==> config.mk <==
export PLATFORM = sky130hd
export DESIGN_NAME = egress_rr_reader
export DESIGN_NICKNAME = d
export VERILOG_FILES = /design/src/rtl/egress_rr_reader_pkg.sv /design/src/rtl/egress_port_arb.sv /design/src/rtl/egress_rr_reader.sv
export SDC_FILE = /design/constraint.sdc
export NUM_CORES = 1
export LEC_CHECK = 0
export BUFFER_PORTS_ARGS = -buffer_cell sky130_fd_sc_hd__buf_2
export CORE_MARGIN = 2
export CORE_UTILIZATION = 62
export DETAILED_ROUTE_END_ITERATION = 16
export MAX_ROUTING_LAYER = met4
export PLACE_DENSITY_LB_ADDON = 0.15
export SETUP_SLACK_MARGIN = 0.3
export SLEW_MARGIN = 20
export SYNTH_ARGS = -nofsm -noshare
export SYNTH_HDL_FRONTEND = slang
export SYNTH_SLANG_ARGS = --single-unit
export TNS_END_PERCENT = 5
==> constraint.sdc <==
create_clock -name clk -period 5.1 [get_ports clk]
set_input_delay 0.51 -clock clk [delete_from_list [all_inputs] [get_ports clk]]
set_output_delay 0.51 -clock clk [all_outputs]
set_load 0.05 [all_outputs]
==> src/rtl/egress_rr_reader_pkg.sv <==
// Shared constants and types for the egress round-robin reader.
// The top level takes its parameter defaults from here.
package egress_rr_reader_pkg;

    localparam int PORT_NUB_TOTAL = 4;
    localparam int DATA_WIDTH     = 32;
    localparam int DEPTH          = 16;
    localparam int EGR_RD_LATENCY = 1;
    localparam int EGR_OUT_DEPTH  = 4;

    typedef enum logic [1:0] {
        ARB_IDLE  = 2'd0,
        ARB_ISSUE = 2'd1,
        ARB_GUARD = 2'd2
    } arb_state_t;

endpackage

==> src/rtl/egress_port_arb.sv <==
// Per-output-port VOQ reader: round-robin source pick, credit tracking,
// read-latency pipe and first-word-fall-through output FIFO.
module egress_port_arb
    import egress_rr_reader_pkg::*;
#(
    parameter int N          = 4,
    parameter int DW         = 32,
    parameter int RD_LATENCY = 1,
    parameter int OUT_DEPTH  = 4,
    parameter int PORT_ID    = 0
)(
    input  logic                   clk,
    input  logic                   rst_n,
    input  logic [N-1:0]           empty,
    input  logic [DW-1:0]          voq_data,
    output logic [$clog2(N)-1:0]   rd_sel,
    output logic                   rd_en,
    output logic                   out_vld,
    output logic [$clog2(N)-1:0]   out_src,
    output logic [DW-1:0]          out_data,
    input  logic                   out_rdy,
    output logic                   ovf_err
);

    localparam int WS    = $clog2(N);
    localparam int CNT_W = $clog2(OUT_DEPTH) + 1;
    localparam int AW    = $clog2(OUT_DEPTH);

    arb_state_t        state, state_nxt;
    logic [WS-1:0]     sel_q, ptr, pick;
    logic              found, issue, credit;
    logic [N-1:0]      elig;
    logic [CNT_W-1:0]  used;

    logic [RD_LATENCY-1:0] pipe_vld;
    logic [WS-1:0]         pipe_src [RD_LATENCY];

    logic [WS+DW-1:0]  mem [OUT_DEPTH];
    logic [AW-1:0]     wr_ptr, rd_ptr;
    logic [CNT_W-1:0]  count;
    logic              push, pop, full, wr_ok;

    assign rd_en  = (state == ARB_ISSUE);
    assign rd_sel = sel_q;

    // used = reads in flight (including the one being decided) + words held in the FIFO
    assign credit = (used < CNT_W'(OUT_DEPTH));

    // The source being read right now still shows non-empty until next cycle
    always_comb begin
        elig          = ~empty;
        elig[PORT_ID] = 1'b0;
        if (rd_en) begin
            elig[sel_q] = 1'b0;
        end
    end

    always_comb begin
        found = 1'b0;
        pick  = ptr;
        for (int i = 0; i < N; i++) begin
            if (!found && elig[ptr + WS'(i)]) begin
                found = 1'b1;
                pick  = ptr + WS'(i);
            end
        end
    end

    // A different eligible source lets ISSUE chain straight into another ISSUE
    always_comb begin
        state_nxt = ARB_IDLE;
        issue     = found && credit;
        case (state)
            ARB_IDLE:  state_nxt = issue ? ARB_ISSUE : ARB_IDLE;
            ARB_ISSUE: state_nxt = issue ? ARB_ISSUE : ARB_GUARD;
            ARB_GUARD: state_nxt = issue ? ARB_ISSUE : ARB_IDLE;
            default:   state_nxt = ARB_IDLE;
        endcase
    end

    always_ff @(posedge clk or negedge rst_n) begin
        if (!rst_n) begin
            state <= ARB_IDLE;
            sel_q <= '0;
            ptr   <= '0;
            used  <= '0;
        end else begin
            state <= state_nxt;
            if (issue) begin
                sel_q <= pick;
                ptr   <= pick + WS'(1);
            end
            used <= used + CNT_W'(issue) - CNT_W'(pop);
        end
    end

    always_ff @(posedge clk or negedge rst_n) begin
        if (!rst_n) begin
            pipe_vld <= '0;
            for (int i = 0; i < RD_LATENCY; i++) begin
                pipe_src[i] <= '0;
            end
        end else begin
            pipe_vld[0] <= rd_en;
            pipe_src[0] <= sel_q;
            for (int i = 1; i < RD_LATENCY; i++) begin
                pipe_vld[i] <= pipe_vld[i-1];
                pipe_src[i] <= pipe_src[i-1];
            end
        end
    end

    assign push    = pipe_vld[RD_LATENCY-1];
    assign full    = (count == CNT_W'(OUT_DEPTH));
    assign out_vld = (count != '0);
    assign pop     = out_vld && out_rdy;
    assign wr_ok   = push && (!full || pop);

    always_ff @(posedge clk) begin
        if (wr_ok) begin
            mem[wr_ptr] <= {pipe_src[RD_LATENCY-1], voq_data};
        end
    end

    always_ff @(posedge clk or negedge rst_n) begin
        if (!rst_n) begin
            wr_ptr  <= '0;
            rd_ptr  <= '0;
            count   <= '0;
            ovf_err <= 1'b0;
        end else begin
            if (wr_ok) begin
                wr_ptr <= wr_ptr + AW'(1);
            end
            if (pop) begin
                rd_ptr <= rd_ptr + AW'(1);
            end
            count <= count + CNT_W'(wr_ok) - CNT_W'(pop);
            if (push && full && !pop) begin
                ovf_err <= 1'b1;
            end
        end
    end

    assign out_src  = out_vld ? mem[rd_ptr][WS+DW-1:DW] : '0;
    assign out_data = out_vld ? mem[rd_ptr][DW-1:0]     : '0;

endmodule

==> src/rtl/egress_rr_reader.sv <==
// Egress reader top: one egress_port_arb per output port, buses sliced per port.
// Overflow flags of all ports are merged into a single sticky error.
module egress_rr_reader #(
    parameter int PORT_NUB_TOTAL = egress_rr_reader_pkg::PORT_NUB_TOTAL,
    parameter int DATA_WIDTH     = egress_rr_reader_pkg::DATA_WIDTH,
    parameter int RD_LATENCY     = egress_rr_reader_pkg::EGR_RD_LATENCY,
    parameter int OUT_DEPTH      = egress_rr_reader_pkg::EGR_OUT_DEPTH
)(
    input  logic                                               clk,
    input  logic                                               rst_n,
    input  logic [PORT_NUB_TOTAL*PORT_NUB_TOTAL-1:0]           empty_in,
    input  logic [PORT_NUB_TOTAL*DATA_WIDTH-1:0]               voq_data_in,
    output logic [PORT_NUB_TOTAL*$clog2(PORT_NUB_TOTAL)-1:0]   rd_sel_out,
    output logic [PORT_NUB_TOTAL-1:0]                          rd_en_out,
    output logic [PORT_NUB_TOTAL-1:0]                          out_vld,
    output logic [PORT_NUB_TOTAL*$clog2(PORT_NUB_TOTAL)-1:0]   out_src,
    output logic [PORT_NUB_TOTAL*DATA_WIDTH-1:0]               out_data,
    input  logic [PORT_NUB_TOTAL-1:0]                          out_rdy,
    output logic                                               ovf_err
);

    localparam int N  = PORT_NUB_TOTAL;
    localparam int DW = DATA_WIDTH;
    localparam int WS = $clog2(N);

    logic [N-1:0] port_ovf;

    for (genvar p = 0; p < N; p++) begin : g_port
        egress_port_arb #(
            .N          (N),
            .DW         (DW),
            .RD_LATENCY (RD_LATENCY),
            .OUT_DEPTH  (OUT_DEPTH),
            .PORT_ID    (p)
        ) u_arb (
            .clk      (clk),
            .rst_n    (rst_n),
            .empty    (empty_in[p*N +: N]),
            .voq_data (voq_data_in[p*DW +: DW]),
            .rd_sel   (rd_sel_out[p*WS +: WS]),
            .rd_en    (rd_en_out[p]),
            .out_vld  (out_vld[p]),
            .out_src  (out_src[p*WS +: WS]),
            .out_data (out_data[p*DW +: DW]),
            .out_rdy  (out_rdy[p]),
            .ovf_err  (port_ovf[p])
        );
    end

    assign ovf_err = |port_ovf;

endmodule

# Word-level counts from Yosys, hierarchy flattened
# Memories as Yosys holds them, arrays and structs flattened.
# Index checks and enable logic that the tools add are counted.
[totals]
output_inout_bits = 153
ram_bits = 544
reg_bits = 80
n_memories = 4
word_cells = 309
[mem_list]
columns = ["memory", "words", "word_bits", "read_ports", "rd_ports_with_merged_regs", "wr", "line_no", "text"]
rows = [
  ["g_port[0].u_arb.mem", 4, 34, 1, 0, 1, "egress_port_arb.sv:38", "logic [WS+DW-1:0] mem [OUT_DEPTH];"],
  ["g_port[1].u_arb.mem", 4, 34, 1, 0, 1, "egress_port_arb.sv:38", ""],
  ["g_port[2].u_arb.mem", 4, 34, 1, 0, 1, "egress_port_arb.sv:38", ""],
  ["g_port[3].u_arb.mem", 4, 34, 1, 0, 1, "egress_port_arb.sv:38", ""],
]
[op_classes]
order_cmp = 28
bitwise_logic = 12
n_addsub = 40
n_reduce_logical = 73
n_eq_ne = 12
muxes = 100
[op_table]
columns = ["cell", "n"]
rows = [
  ["$mux 32", 4],
  ["$lt 2x3->1 const B", 20],
  ["$mux 1", 48],
  ["$mux 2", 20],
  ["$logic_and 1x1->1", 36],
  ["$add 2x1->2 const B", 16],
  ["$bmux 1 s2", 16],
  ["$not 4->4", 7],
  ["$add 3x1->3", 8],
  ["$sub 3x1->3", 8],
  ["$logic_not 1->1", 20],
  ["$add 2x2->2 const B", 8],
  ["$mux 4", 4],
  ["$pmux 2 s2", 4],
  ["$and 4x4->4", 3],
  ["$eq 3x3->1 const B", 4],
  ["$lt 3x3->1 const B", 4],
  ["$reduce_bool 3->1", 4],
  ["$demux 1 s2", 4],
  ["$eq 2x1->1 const B", 4],
  ["$eq 2x2->1 const B", 4],
  ["$ge 2x1->1 const B", 4],
  ["$logic_not 2->1", 4],
  ["$reduce_or 2->1", 4],
  ["other kinds (4)", 7],
]

# Longest topological paths before layout
# Gate-level depths: netlist (run 1).
[logic_depth]
word_depth = 22
depth_mapped = 10
ltp_nobuf = 10

# By module
# From an unflattened synthesis (run 1), not the netlist that was laid out.
[hier_totals]
hier_cells = 1234
hier_area_um2 = 24584.8
[by_module_without_submodules]
columns = ["mod", "n_inst", "area_per_inst_um2", "cells_each"]
rows = [
  ["egress_port_arb (g_port[3].u_arb)", 1, 6168.4, 313],
  ["egress_port_arb (g_port[2].u_arb)", 1, 6145.9, 307],
  ["egress_port_arb (g_port[1].u_arb)", 1, 6142.1, 309],
  ["egress_port_arb (g_port[0].u_arb)", 1, 6120.9, 304],
  ["egress_rr_reader", 1, 7.5, 1],
]

# Least setup slack after synthesis (run 1)
# OpenSTA, ideal clock, no wires.
[synth_timing]
kind = "reg-to-reg"
from = "reg g_port[3].u_arb.sel_q[0]"
to = "reg g_port[3].u_arb.used[2]"
setup_time_ns = 0.128
setup_slack_ns = 2.410
arrival_ns = 2.562
t_required_ns = 4.972
path_stages_with_launch = 11
path_buffers = 0
cell_sequence = "dfrtp_1 > or4b_1 > nand2_1 > a21o_2 > ha_1 > inv_1 > ha_1 > inv_1 > fa_1 > xnor2_1 > xnor2_1"
[synth_between]
elab_chain_cells = 22
word_cells_on_any_way = 29
[synth_lines]
columns = ["item", "line_no", "text"]
rows = [
  ["start: declaration", "egress_port_arb.sv:30", "logic [WS-1:0] sel_q, ptr, pick;"],
  ["start signal: assignment", "egress_port_arb.sv:90", "sel_q <= pick;"],
  ["$lt 2x3->1 (implied by the code) or $ge 2x1->1 (tied branches)", "egress_port_arb.sv:54", "elig[sel_q] = 1'b0;"],
  ["$logic_and 1x1->1 (implied by the code)", "egress_port_arb.sv:54", ""],
  ["$mux 1 (implied by the code)", "egress_port_arb.sv:54", ""],
  ["$demux 1 s2 *", "n/a", ""],
  ["$not 4->4 (no line) *", "n/a", ""],
  ["$and 3x4->4 (no line) *", "n/a", ""],
  ["$mux 4 *", "egress_port_arb.sv:53", "if (rd_en) begin"],
  ["$bmux 1 s2", "egress_port_arb.sv:62", "if (!found && elig[ptr + WS'(i)]) begin"],
  ["(+6 left out)", "n/a", ""],
  ["$logic_and 1x1->1", "egress_port_arb.sv:62", ""],
  ["$mux 1", "egress_port_arb.sv:62", ""],
  ["$logic_not 1->1", "egress_port_arb.sv:62", ""],
  ["$logic_and 1x1->1", "egress_port_arb.sv:62", ""],
  ["$mux 1 *", "egress_port_arb.sv:62", ""],
  ["$logic_and 1x1->1 *", "egress_port_arb.sv:72", "issue = found && credit;"],
  ["$add 3x1->3 *", "egress_port_arb.sv:93", "used <= used + CNT_W'(issue) - CNT_W'(pop);"],
  ["$sub 3x1->3 *", "egress_port_arb.sv:93", ""],
  ["end signal: assignment", "egress_port_arb.sv:93", ""],
  ["end: declaration", "egress_port_arb.sv:33", "logic [CNT_W-1:0] used;"],
]
# Mark *: on every way between the ends. The rest lies on a longest branch, timed or not. The select of a mux whose other input is x is not followed.
# A chain may end at the register's enable or synchronous reset.

# Final worst setup path (run 1)
[layout_timing]
from = "reg g_port[1].u_arb.rd_ptr[0]"
to = "out out_data[56]"
[layout_between]
elab_chain_cells = 2
[layout_lines]
columns = ["item", "line_no", "text"]
rows = [
  ["start: declaration", "egress_port_arb.sv:39", "logic [AW-1:0] wr_ptr, rd_ptr;"],
  ["start signal: assignment", "egress_port_arb.sv:136", "rd_ptr <= rd_ptr + AW'(1);"],
  ["$mem_v2 4x34", "n/a", ""],
  ["$mux 32", "egress_port_arb.sv:146", "assign out_data = out_vld ? mem[rd_ptr][DW-1:0] : '0;"],
  ["end: declaration", "egress_rr_reader.sv:17", "output logic [PORT_NUB_TOTAL*DATA_WIDTH-1:0] out_data,"],
]
# No other way between the ends.

==> run summary, run 1 <==
Die footprint: 41400 um^2
Initial Util: 0.624
Post-Place Worst Slack: 2.27 ns
Share of layout cells above drive strength 1: 0.358
Core Area: 39500 um^2
Worst hold path class: input pin to flop
Yosys top cell by area: edfxtp_1
Ys flop type: edfxtp_1
Warnings, synthesis: 0
CTS Buf Count: 60
CTS tree: built
P&R area growth vs syn: 16.3%
Final WL: 45.0 mm
Post-Syn Area: 24700 um^2
Die H: 204 um
Fmax: 297 MHz
Final Setup Violations: 0
Post-synth top area share: 0.662
Chip Width: 204 um
DRT iter0 DRCs: 645
Buffers on Ports: 298
Synth cell types: 60
CTS HTree Levels: 2
Post-CTS Resized: 0
Commonest non-fill, non-tap cell in the layout: edfxtp_1
Most frequent cells in the layout: edfxtp_1, buf_2, and2_1, mux4_2, dfrtp_1
Syn Inst Count: 1229
Max Slew Vio Count: 0
Worst setup margin: 1.73 ns
Placer Congestion: 0.760
Worst setup path category: flop to primary output
EDFF count, synth: 544
RSZ-0062 raised after global routing: no
Critical Path RT: 4.59 ns
Setup TNS: 0 ns
GRT Overall Usage: 0.230
First-pass GRT wire length: 69.9 mm
CP arrival: 2.86 ns
Sequential area share after synthesis: 0.743
Critical path launch point type: flop
Nets: 1747
Final period utilization: 0.661
Final hold vios: 0
Vias in the first global route: 12.7k
Io pins: 303
Clock sink count: 624
Pin count of the biggest net entering global routing: 73
ANT nets after route: 0
Clk_lat worst skew: 0.60 ns
Fin Clk Skew: 0.0116 ns
Flop and latch count out of synthesis: 624
Worst-Margin Slew: 0.969 ns
Post-synth ARST share: 0.128
Status: completed
HPWL Detailed: 27.1 mm
Top cells by area, synth: edfxtp_1, mux4_2, dfrtp_1
Syn Area/Cell: 20.1 um^2
Avg WL per Cell: 21.1 um
Initial antenna violation count: 5
Vias per inst: 5.68
CP Capture Type: primary output
Grt total ovfl: 0
Drt pass-1 iters: 5
# rows: 73
Via count: 12.1k
Fin crit period: 3.37 ns
CTS root buf: clkbuf_16
Max_cap viols: 0
DRC violation count after routing: 0
Syn_nets: 1419
Max FO, Critical Path: 24
Clock Pin Slew Worst Setup and Hold Paths: 0.06 ns
Slew HR: 0.354
CTS max path bufs: 3
==> metal layers <==
| layer | GRT usage | part of all wire | vias up |
|---|---|---|---|
| li1 | - | - | 5482 |
| met3 | 0.0516 | 0.063 | 81 |
| met5 | - | 0 | - |
| met4 | 0.0725 | 0.026 | 0 |
| met2 | 0.373 | 0.51 | 352 |
| met1 | 0.294 | 0.40 | 6220 |
==> cell usage after synthesis (all sizes together) (2+ instances only) <==
master	n
o32ai	2
inv	49
xnor2	23
and2	159
buf	33
and4bb	2
ha	32
edfxtp	544
o21a	2
o22ai	3
a22oi	2
nor2	8
o31ai	4
a22o	4
dfrtp	80
mux4	136
or3	6
a31o	2
fa	8
nor3	4
a21oi	8
o21ai	15
nand2	15
o211ai	2
a2111oi	3
a221oi	2
clkbuf	29
a21o	9
nor2b	10
xor2	5
a31oi	5
nor4b	8
==> stage by stage <==
step           area, um^2  hold WS (ns)  utilization  instances
2_1_floorplan       24700         0.214            -       1229
3_3_place_gp        26700         0.347        0.676       2019
3_5_place_dp        26700         0.345        0.676       2019
4_1_cts             28700        0.0778        0.725       2132
5_1_grt             28700        0.0909        0.726       2137
6_report            28700         0.120        0.726       2137
==> state kept, by name (all words and copies together) (netlist names), 8 cells and up <==
signal,flops
g_port.u_arb.mem,544
g_port.u_arb.state,8
g_port.u_arb.count,12
g_port.u_arb.rd_sel,8
g_port.u_arb.rd_ptr,8
g_port.u_arb.ptr,8
g_port.u_arb.used,12
g_port.u_arb.pipe_src,8
g_port.u_arb.wr_ptr,8
==> cell type report <==
cell class,instances,area [um^2]
fill,2319,10900
clock inverter,17,145
sequential,624,18300
antenna,5,12.5
tap,525,657
clock buffer,95,1790
timing repair buffer,328,1720
inverter,49,184
multi-input combinational,494,5840
==> worst max-delay path, cell delays in order (launching register included) <==
cell,delay (ns)
dfrtp_2,0.91
buf_4,0.41
mux4_2,0.54
and2_1,0.19
buf_2,0.22
==> what timing repair did <==
item	in CTS	in global routing
hold endpoints to repair	8	0
hold buffers	1	0
setup endpoints to repair	0	0
setup buffers	0	0
==> logic make-up (layout without fill, tap and decap cells) <==
family	count (synthesis)	count (layout)	synth area share
mux	136	136	0.124
flops	624	624	0.743
compound gates	72	72	0.0233
xor+xnor	28	28	0.00994
simple gates	218	218	0.0564
fa+ha+maj	40	40	0.0227
other cells	0	5	0
buf+inv	111	489	0.0206
==> path summary, 6_finish.rpt <==
kind                       slack (ns)                                    end  cells after the start                             startpoint
setup / recovery                 1.73                           out_data[56]                      4  g_port[1].u_arb.rd_ptr[0]$_DFFE_PN0P_
hold / removal                   0.12   g_port[1].u_arb.mem[0][30]$_DFFE_PP_                      1                        voq_data_in[62]
setup reg to reg                 2.43     g_port[2].u_arb.count[2]$_DFF_PN0_                     10     g_port[2].u_arb.count[1]$_DFF_PN0_
hold reg to reg                  0.45    g_port[2].u_arb.ovf_err$_DFFE_PN0P_                      1    g_port[2].u_arb.ovf_err$_DFFE_PN0P_
max in group asynchronous        3.65  g_port[3].u_arb.rd_ptr[0]$_DFFE_PN0P_                      3                                  rst_n
min in group asynchronous        0.28     g_port[0].u_arb.ptr[1]$_DFFE_PN0P_                      2                                  rst_n
Power of run 1 is not shown: default switching activity piles up to over one toggle a cycle in this logic, so the estimate is an artifact.
==> run 2: changes to the inputs <==
--- a/config.mk
+++ b/config.mk
@@ -7,7 +7,7 @@
 export LEC_CHECK = 0
 export BUFFER_PORTS_ARGS = -buffer_cell sky130_fd_sc_hd__buf_2
 export CORE_MARGIN = 2
-export CORE_UTILIZATION = 62
+export CORE_UTILIZATION = 58
 export DETAILED_ROUTE_END_ITERATION = 16
 export MAX_ROUTING_LAYER = met4
 export PLACE_DENSITY_LB_ADDON = 0.15
==> constraint.sdc (replaced) <==
create_clock -name clk -period 3.4 [get_ports clk]
set_input_delay 0.34 -clock clk [delete_from_list [all_inputs] [get_ports clk]]
set_output_delay 0.34 -clock clk [all_outputs]
set_load 0.05 [all_outputs]
==> run 2 against run 1 <==
Effect of this change:
- non-clock buffer count increased by 129
- clock skew about the same
- global-route usage decreased by 0.45 points
- count of clock-buffer cells in the layout decreased by 10
- critical path type unchanged
- critical endpoint is now out_data[74]
==> run summary, run 2 (synthesis gave the netlist of run 1 again) <==
Worst hold path class: input pin to flop
Largest stage delay, worst path: 0.71 ns (-0.20 ns)
GRT Overall Usage: 0.225 (-0.00445)
Share of layout cells above drive strength 1: 0.328 (-0.0297)
Vias in the first global route: 13.6k (+6.9%)
Die footprint: 44200 um^2 (+6.8%)
Worst IR drop on VDD: 743 uV
Chip Width: 210 um (+3.3%)
Final period utilization: 0.837
Core Area: 41900 um^2 (+6.1%)
Final hold vios: 0 (unchanged)
Max_cap viols: 0 (unchanged)
Initial Util: 0.588 (-0.0357)
Vias per inst: 5.54 (-2.4%)
Worst reg-to-reg setup slack: 0.80 ns (-1.63 ns)
Critical path launch point type: flop
Hold path start: empty_in[12]
Pin count of the biggest net entering global routing: 66 (-9.6%)
Buffers on Ports: 298 (unchanged)
FF-to-FF path depth: 10 (unchanged)
Drt pass-1 iters: 5 (unchanged)
FF+latch area: 18300 um^2 (about the same)
Critical Path RT: 3.06 ns (-1.53 ns)
Clock Pin Slew Worst Setup and Hold Paths: 0.06 ns (about the same)
Io pins: 303 (unchanged)
Largest registers: g_port.u_arb.mem: 544 flops, g_port.u_arb.count: 12 flops, g_port.u_arb.used: 12 flops
DRC violation count after routing: 0 (unchanged)
Util after Layout: 0.718 (-0.00770)
Max FO, Critical Path: 21 (-13%)
Fill cells: 2547 (+9.8%)
Worst setup path category: flop to primary output
Post-CTS setup buffers: 0 (unchanged)
Worst setup margin: 0.554 ns (-1.18 ns)
Slew HR: 0.408 (+0.0535)
Clk_lat worst skew: 0.60 ns (about the same)
Power Density: 1020 nW/um^2
Most frequent cells in the layout: edfxtp_1, buf_2, and2_1, mux4_2, dlygate4sd3_1
CP arrival: 2.51 ns (-0.35 ns)
Via count: 12.6k (+4.0%)
Setup TNS: 0 ns (unchanged)
Final Setup Violations: 0 (unchanged)
RR Startpoint: g_port[3].u_arb.rd_sel[0]$_DFFE_PN0P_
Leak: 11.0 nW
Hold EP: g_port[3].u_arb.ptr[1]$_DFFE_PN0P_
Crit. Startpoint: g_port[2].u_arb.rd_ptr[0]$_DFFE_PN0P_
Avg WL per Cell: 20.7 um (-1.9%)
Overall Power: 30.8 mW
Commonest non-fill, non-tap cell in the layout: edfxtp_1
Hold slack: 0.0807 ns (-0.0398 ns)
# rows: 75 (+2.7%)
Max Slew Vio Count: 0 (unchanged)
Hold path depth: 3 (+2)
CTS Buf Count: 59 (-1.7%)
Crit-path slowest cell: dfrtp_2
ANT nets after route: 0 (unchanged)
Worst path cell trace: buf_12 > mux4_2 > and2_1 > buf_2
Met3 Wirelength: 2.71 mm (-5.0%)
Die H: 210 um (+3.3%)
Clock sink count: 624 (unchanged)
Nets: 1875 (+7.3%)
Reg-to-reg endpoint: g_port[3].u_arb.used[2]$_DFF_PN0_
Fin crit period: 2.85 ns
Worst-Margin Slew: 0.889 ns (-0.0803 ns)
Met2 Wirelength: 24.0 mm (+5.1%)
DRT iter0 DRCs: 677 (+5.0%)
First-pass GRT wire length: 73.8 mm (+5.6%)
CTS root buf: clkbuf_16
P&R area growth vs syn: 22.0%
Fmax: 351 MHz
Most flops, register: g_port.u_arb.mem
DR top layer: met4
RSZ-0062 raised after global routing: no
Wl on met1: 19.3 mm (+6.4%)
Placer Congestion: 0.816 (+7.4%)
Initial antenna violation count: 3 (-2)
CTS max path bufs: 3 (unchanged)
CTS tree: built
Status: completed
Fin Clk Skew: 0.0113 ns (-0.000341 ns)
Final WL: 47.1 mm (+4.6%)
Multi-input combinational cell area: 5840 um^2 (unchanged)
Max reg flops: 544 (unchanged)
CTS HTree Levels: 2 (unchanged)
Grt total ovfl: 0 (unchanged)
CP Capture Type: primary output
HPWL Detailed: 28.0 mm (+3.2%)
Post-Place Worst Slack: 0.799 ns (-1.47 ns)
## run 2: changes by cell type in the layout (fill, tap and decap cells not counted), sizes merged
cell	previous run	this run
bufinv	2	4
buf	327	328
clkinv	12	18
dlygate4sd3	1	129
clkbuf	95	85
## run 2: critical path, delay by kind of cell (launching register included)
family / cells / cell delay (ns)
flops: 1 / 0.71
mux: 1 / 0.51
buf+inv: 2 / 0.49
simple gates: 1 / 0.19
## run 2: layout make-up
class,instances,share of cell area
Timing Repair Buffer,457,0.104
Sequential cell,624,0.609
Clock inverter,25,0.00727
Multi-Input combinational cell,494,0.194
Tap cell,539,0.0224
Antenna cell,5,0.000416
Inverter,49,0.00611
Clock buffer,85,0.0567
## run 2: per-layer routing
metal,track usage,up-vias
met5,-,-
met4,0.0787,0
met3,0.0423,72
met2,0.368,369
met1,0.289,6454
li1,-,5728
## run 2: worst max-delay path by stage
stage | depth (start not counted) | slack [ns] | endpoint
after floorplan | 10 | 0.71 | g_port[3].u_arb.used[2]$_DFF_PN0_
final | 4 | 0.55 | out_data[74]
after global placement | 10 | 0.82 | g_port[3].u_arb.used[2]$_DFF_PN0_
after CTS | 4 | 0.46 | out_data[85]
after global routing | 4 | 0.38 | out_data[113]
after detailed placement | 10 | 0.80 | g_port[3].u_arb.used[2]$_DFF_PN0_
## run 2: repair_timing
action | CTS | global route
gates resized for setup | 0 | 0
endpoints found under the hold margin | 576 | 0
hold buffers | 129 | 0
## run 2: per-stage QoR
step,area (um^2),std cells
5_1_grt,30100,2276
3_5_place_dp,26900,2034
3_3_place_gp,26900,2034
2_1_floorplan,24700,1229
6_report,30100,2278
4_1_cts,30100,2273
## run 2: where the power goes
part	internal (mW)	total, mW	switching, mW
Combinational	4.42	13.1	8.69
Clock	3.77	6.44	2.67
Sequential	10.3	11.2	0.941
Total	18.5	30.8	12.3
Note: power is estimated with default switching activity, not from simulation.
